## src/rtl/dsp_mean_64to24.sv

```systemverilog
// Block mean of ACC_LEN signed 64-bit scaled samples, rounded and saturated to 24 bits.
// Latency: result registered 1 cycle after the final sample; clk_enable low freezes all state.
module dsp_mean_64to24 #(
  parameter int ACC_LEN    = 16,
  parameter int FRAC_SHIFT = 24
) (
  input  logic               clk,
  input  logic               reset,
  input  logic               clk_enable,
  input  logic signed [63:0] in1,
  input  logic               in1_valid,
  output logic signed [23:0] out1,
  output logic               out1_valid,
  output logic               sat
);

  localparam int                 S    = $clog2(ACC_LEN) + FRAC_SHIFT;
  localparam logic [7:0]         LAST = 8'(ACC_LEN - 1);
  localparam logic signed [72:0] HALF = 73'sd1 <<< (S - 1);

  typedef enum logic {ACCUM, EMIT} state_t;

  state_t             state, state_nxt;
  logic signed [71:0] acc, acc_nxt, sum;
  logic [7:0]         count, count_nxt;
  logic signed [72:0] rnd, r;
  logic signed [23:0] out1_nxt;
  logic               sat_nxt;

  // One extra bit on the rounding add so the +half can never wrap at full scale.
  assign sum = acc + {{8{in1[63]}}, in1};
  assign rnd = {sum[71], sum} + HALF;
  assign r   = rnd >>> S;

  assign out1_valid = (state == EMIT);

  // EMIT lasts one enabled cycle; samples keep accumulating in both states.
  always_comb begin
    state_nxt = ACCUM;
    acc_nxt   = acc;
    count_nxt = count;
    out1_nxt  = out1;
    sat_nxt   = sat;
    if (in1_valid) begin
      if (count == LAST) begin
        acc_nxt   = '0;
        count_nxt = '0;
        state_nxt = EMIT;
        if (r > 73'sd8388607) begin
          out1_nxt = 24'sd8388607;
          sat_nxt  = 1'b1;
        end else if (r < -73'sd8388608) begin
          out1_nxt = 24'sh800000;
          sat_nxt  = 1'b1;
        end else begin
          out1_nxt = r[23:0];
          sat_nxt  = 1'b0;
        end
      end else begin
        acc_nxt   = sum;
        count_nxt = count + 8'd1;
      end
    end
  end

  always_ff @(posedge clk) begin
    if (reset) begin
      state <= ACCUM;
      acc   <= '0;
      count <= '0;
      out1  <= '0;
      sat   <= 1'b0;
    end else if (clk_enable) begin
      state <= state_nxt;
      acc   <= acc_nxt;
      count <= count_nxt;
      out1  <= out1_nxt;
      sat   <= sat_nxt;
    end
  end

endmodule

```

## config.mk

```make
export PLATFORM = sky130hd
export DESIGN_NAME = dsp_mean_64to24
export DESIGN_NICKNAME = d
export VERILOG_FILES = /design/src/rtl/dsp_mean_64to24.sv
export SDC_FILE = /design/constraint.sdc
export NUM_CORES = 1
export LEC_CHECK = 0
export ABC_CLOCK_PERIOD_IN_PS = 6600
export BUFFER_PORTS_ARGS = -buffer_cell sky130_fd_sc_hd__buf_4
export CAP_MARGIN = 20
export CORE_MARGIN = 4
export CORE_UTILIZATION = 52
export CTS_BUF_LIST = sky130_fd_sc_hd__clkbuf_8 sky130_fd_sc_hd__clkbuf_16
export CTS_CLUSTER_DIAMETER = 200
export DETAILED_ROUTE_END_ITERATION = 7
export PLACE_DENSITY = 0.71
export REMOVE_ABC_BUFFERS = 1
export SLEW_MARGIN = 10
export SYNTH_ARGS = -nofsm -noshare
export SYNTH_HDL_FRONTEND = slang
export SYNTH_SLANG_ARGS = --single-unit
```

## constraint.sdc

```tcl
create_clock -name clk -period 6.6 [get_ports clk]
set_clock_uncertainty 0.05 [all_clocks]
set_input_delay 0.99 -clock clk [delete_from_list [all_inputs] [get_ports clk]]
set_output_delay 0.99 -clock clk [all_outputs]
set_load 0.1 [all_outputs]
```

* Yosys cells after proc, flatten, opt, wreduce, memory -nomap -nowiden
Index checks and enable logic that the tools add are counted.
** Word-level totals
- Flip-flop bits (word level) :: 106
- Logic and storage cells :: 21
** Operators by class
- $add $sub $neg :: 3
- Order comparisons :: 2
- Equal/unequal tests :: 1
- Muxes and demuxes :: 8
- Reductions and logical operators :: 2
** Operator list (count)
- $add A72 B29 Y73 const B :: 1
- $add A72 B72 Y72 :: 1
- $mux W72 :: 1
- $mux W24 :: 2
- $gt A45 B24 Y1 const B :: 1
- $lt A45 B24 Y1 const B :: 1
- $add A8 B1 Y8 const B :: 1
- $eq A8 B4 Y1 const B :: 1
- $mux W8 :: 1
- $mux W1 :: 4
- $reduce_and A3 Y1 :: 1
- $reduce_and A2 Y1 :: 1

* Logic depth before layout (Yosys ltp)
- Depth in word-level cells :: 5
- Gate-level depth with buffers :: 21
- Gate-level depth less buffers :: 20

* Worst setup path before layout
Ideal clock, no wire load.
- Kind :: input-to-reg
- Start point :: input port in1[0]
- End point :: register out1[11]
- Setup time :: 0.146 ns
- Arrival time :: 4.971 ns
- Data required time :: 6.404 ns
- Path slack :: 1.433 ns
- Stages :: 19
- Buffers on the path :: 1
- Cell sequence :: ha_1 inv_1 fa_1 nand2b_1 a21oi_1 o21ai_1 a221o_1 a21o_1 a211oi_2 and2_2 nand3b_4 nor4_4 and3_1 and3_1 nor2_1 nor4_1 a41o_1 buf_6 a211oi_2
** On the way
- Longest elaborated chain between the ends :: 5
- Elaborated cells on any way between the ends :: 6
** Ends and longest elaborated chain
- start: declaration :: line 10 : input logic signed [63:0] in1,
- $add A72 B72 Y72 (*) :: line 31 : assign sum = acc + {{8{in1[63]}}, in1};
- $add A72 B29 Y73 (*) :: line 32 : assign rnd = {sum[71], sum} + HALF;
- $lt A45 B24 Y1 :: line 52 : end else if (r < -73'sd8388608) begin
- $mux W24 :: line 52
- $mux W24 (*) :: line 49 : if (r > 73'sd8388607) begin
- end signal: assignment :: line 77 : out1 <= out1_nxt;
- end: declaration :: line 12 : output logic signed [23:0] out1,
Every way passes the cells marked *; elsewhere a longest branch is shown, timed or not.
A chain may end at the register's enable or synchronous reset.

* Worst setup path in the final report
- Start point :: input port in1[0]
- End point :: register out1[1]
The elaborated chain is that of the path after synthesis.

==> out/metrics.sh <==
SYNTHTOPCELLSBYCOUNT='nor2_1 (197), a21oi_1 (126), nand2_1 (117), dfxtp_1 (106), ha_1 (73)'
SYNTH-SEQ-AREA-SHARE_PCT=19.9
ROOT_BUFFER_MASTER='clkbuf_16'
WORSTSETUPENDPOINTTYPE='register'
MAX_CAP_VIOLATIONS=0
MAX-CLOCK-PATH-BUFFERS=2
ROUTEDWLPERCELL_UM=21.3
YS_FF_LATCH=106
TOP_FF_CELL_SYNTH='dfxtp_1'
WORSTSETUPPATHTYPE='in -> reg'
GRT_SETUP_UNREPAIRED='false'
SYNTH_ASYNC_SR_FLOP_SHARE_PCT=0
CTS.CLK_SLEW.WORST_PATHS_PS=90
DRIVE_GT1_SHARE_PCT=14.6
WORST_REG2REG_PATH_LENGTH_IN_CELLS=21
SYNTHTOPCELLSBYAREA='dfxtp_1 (20%), ha_1 (8.6%), nor2_1 (6.9%)'
SYNTH_CELLS=1430
POWER_LEAKAGE_nW=4.68
NUMBER_OF_FAILING_SETUP_ENDPOINTS_IN_THE_FINAL_TIMING_REPORT=0
DR.PASS1.ITERS=8
CORE_REGION_AREA_MM2=0.0202
WORSTPATHREQUIRED_PS=6830
CLOCK_POWER_SHARE_PCT=26.5
FIN_HOLD_WS_PS=438
GRT_ANTENNA_BEFORE_REPAIR=0
LARGEST_NET_DEGREE_AT_THE_START_OF_GLOBAL_ROUTING=79
POST_SYNTH_NUM_CELL_TYPES=91
START_UTIL_PCT=52.8
ARRIVAL_PS=6350
CLOCK.FMAX_GHz=0.163
POST-PLACE-CELLS=1735
SYN_TO_FINAL_GROWTH_PCT=11.4
SYN_AVG_CELL_AREA_UM2=7.44
DRC_ERRORS=0
LAYOUT.CELLS.NON_FILLER=1752
FIRST_GLOBAL_VIAS=10541
GRT.OVERFLOW.TOTAL=0
YOSYSMOSTFREQUENTCELL='nor2_1'
SHARE_COMB_OF_TOTAL_POWER_PCT=41.2
SYNTH_ENABLE_FLOP_CELLS=0
DIE-AREA_MM2=0.0228
CRITICAL_PATH.MAX_FANOUT=24
RESULT_OF_THE_RUN='finished, final reports clean'
SYNTH_TOP_CELL_BY_AREA='dfxtp_1'
POSTCTSSETUPREPAIRBUFS=0
FINALCRITICALPERIOD_PS=6120
HPWL_UM=29500
SW_FRAC_OF_TOTAL_PCT=41.4
SETUP_TOTAL_NEGATIVE_SLACK_PS=0
AREA_OF_THE_MULTI_INPUT_GATES_MM2=0.00806
FINAL-MAX-SLEW-VIOLATION-COUNT=0
GRT_USE_TOTAL_PCT=32.5
DRT-INITIAL-DRC-COUNT=1256
HOLD-PATH-CELL-COUNT=2
CORE.ROWCOUNT=52
HOLD_PATH_CLASS='reg -> reg'
DIEHEIGHT_UM=151
WARNINGS_SYNTHESIS=0
CTS.REPAIR.RESIZED=0
H-TREE-DEPTH=3
POWER.DENSITY_CELL_AREA_mW_PER_MM2=180
INTERNAL_mW=1.25
SWITCHINGPOWER_mW=0.882
CTS_MADE_BUFFERS=9
PLACEMENT.IO_BUFFERS=93
CP-START-KIND='input port'
GP_ROUTABILITY_CONGESTION=1.08
CLOCK-SINKS=106
DETAIL-ROUTE-ANTENNA-NETS=0
SYNTHDOMINANTCELLAREASHARE_PCT=19.9
FINALHOLDVIOLATIONS=0
VDD_IR_DROP_MAX_mV=0.125
DIE_W_UM=151
WIRE_LENGTH_OF_THE_FIRST_GLOBAL_ROUTING_PASS_UM=59200
CLOCK_INSERTION_DELAY_WORST_SKEW_PS=370
FLOORPLAN.IO_PINS=94
FILLER_CELL_COUNT=2017
FINAL_MIN_PERIOD_OVER_CLOCK_PERIOD_PCT=92.8
CTS_TREE='built'
SYN-CELL-AREA_MM2=0.0106
FINAL-SEQ-AREA_MM2=0.00212
FINAL_NET_COUNT=1619
CTS-HOLD-FIX-BUFFERS=0
INSERTEDDIODECOUNT=0
DETAIL_ROUTE.WIRELENGTH_UM=37300
DRT-VIAS-PER-INSTANCE=6.56
VIAS=11493
WORST_SLEW_MARGIN_REL_PCT=39.1
SHARE_SEQ_OF_TOTAL_POWER_PCT=32.3
ACTUAL_SLEW_AT_THE_WORST_MAX_SLEW_PIN_PS=914
[cells by family after synthesis]
logic type	count (synthesis)	synth area share (%)
fa+ha+maj	74	8.77
buf+inv	107	4.51
flops	106	19.9
simple gates	566	27.4
mux	6	0.576
compound gates	476	31.0
xor+xnor	95	7.89
[per-layer routing]
layer | part of all wire [%] | vias up | track usage (%) | wire length [um]
li1 | - | 5451 | - | -
met1 | 46 | 5450 | 48.6 | 17300
met2 | 43 | 533 | 48.8 | 16000
met3 | 8.6 | 59 | 5.15 | 3220
met4 | 2.1 | 0 | 8.11 | 779
met5 | 0 | - | 0 | 0
[stage by stage]
stage	util, %	total power [mW]	setup slack [ps]	instance area, um2
2_1_floorplan	-	1.28	653	10300
3_3_place_gp	57.1	1.55	349	11500
3_5_place_dp	57.2	1.55	266	11500
4_1_cts	58.7	2.12	603	11800
5_1_grt	58.8	2.24	38.3	11900
6_report	58.8	2.13	478	11900
[cells in the final DEF, fill, tap and decap left out, drive strengths merged, types with 9 or more instances in the layout]
cell	synthesis	final
nand2	119	119
nor2	197	197
a31oi	13	13
and4	19	19
a21oi	131	131
a22oi	69	69
nor3	30	30
inv	23	26
o211ai	10	10
nand4	48	48
xnor2	55	55
a211oi	38	38
or3	12	12
and3	16	16
dfxtp	106	106
nor4	20	20
xor2	40	40
nand3	36	36
ha	73	73
o21ai	110	110
clkbuf	45	9
a21o	22	22
nand2b	11	11
buf	39	120
and2	22	22
o21a	10	10
[worst paths after layout]
check             slack (ps)                      end                    start
setup / recovery         480     out1[1]$_SDFFE_PP0P_                   in1[0]
hold / removal           440  out1_valid$_SDFFE_PP0P_  out1_valid$_SDFFE_PP0P_
setup reg to reg         830     out1[1]$_SDFFE_PP0P_      acc[0]$_SDFFE_PP0P_
hold reg to reg          440  out1_valid$_SDFFE_PP0P_  out1_valid$_SDFFE_PP0P_
[flip-flops by register name, indices dropped and copies added, names as in the netlist]
signal	cells
count	8
acc	72
out1	24
sat	1
out1_valid	1
[worst max-delay path, cell delays in order]
cell      delay (ps)
buf_4             80
ha_1             190
inv_1             70
fa_1             380
nand2b_1         190
a21oi_1          280
o21ai_1          230
nand2_1          220
a31oi_1          200
xnor2_1          430
ha_1             300
nand4_1          190
nor3_2           390
nand2_1          180
nor4_4           430
and4_1           280
o21ai_1           60
a211o_1          320
and4b_2          260
buf_4            270
o21ai_0          140
a211oi_1         240
[power groups by stage]
| stage | logic, mW | clock network (mW) | registers (mW) |
|---|---|---|---|
| global route | 0.951 | 0.596 | 0.691 |
| finish | 0.879 | 0.565 | 0.688 |
| floorplan | 0.585 | 0 | 0.697 |
| detailed placement | 0.849 | 0 | 0.702 |
| CTS | 0.855 | 0.576 | 0.688 |
| global placement | 0.847 | 0 | 0.701 |
[layout make-up]
class	instances	share of cell area, %
multi-input combinational	1217	68.0
sequential	106	17.9
timing repair buffer	120	8.04
tap	270	2.85
clock buffer	9	1.90
inverter	23	0.728
clock inverter	7	0.601
Power figures use the tool's default switching activity.
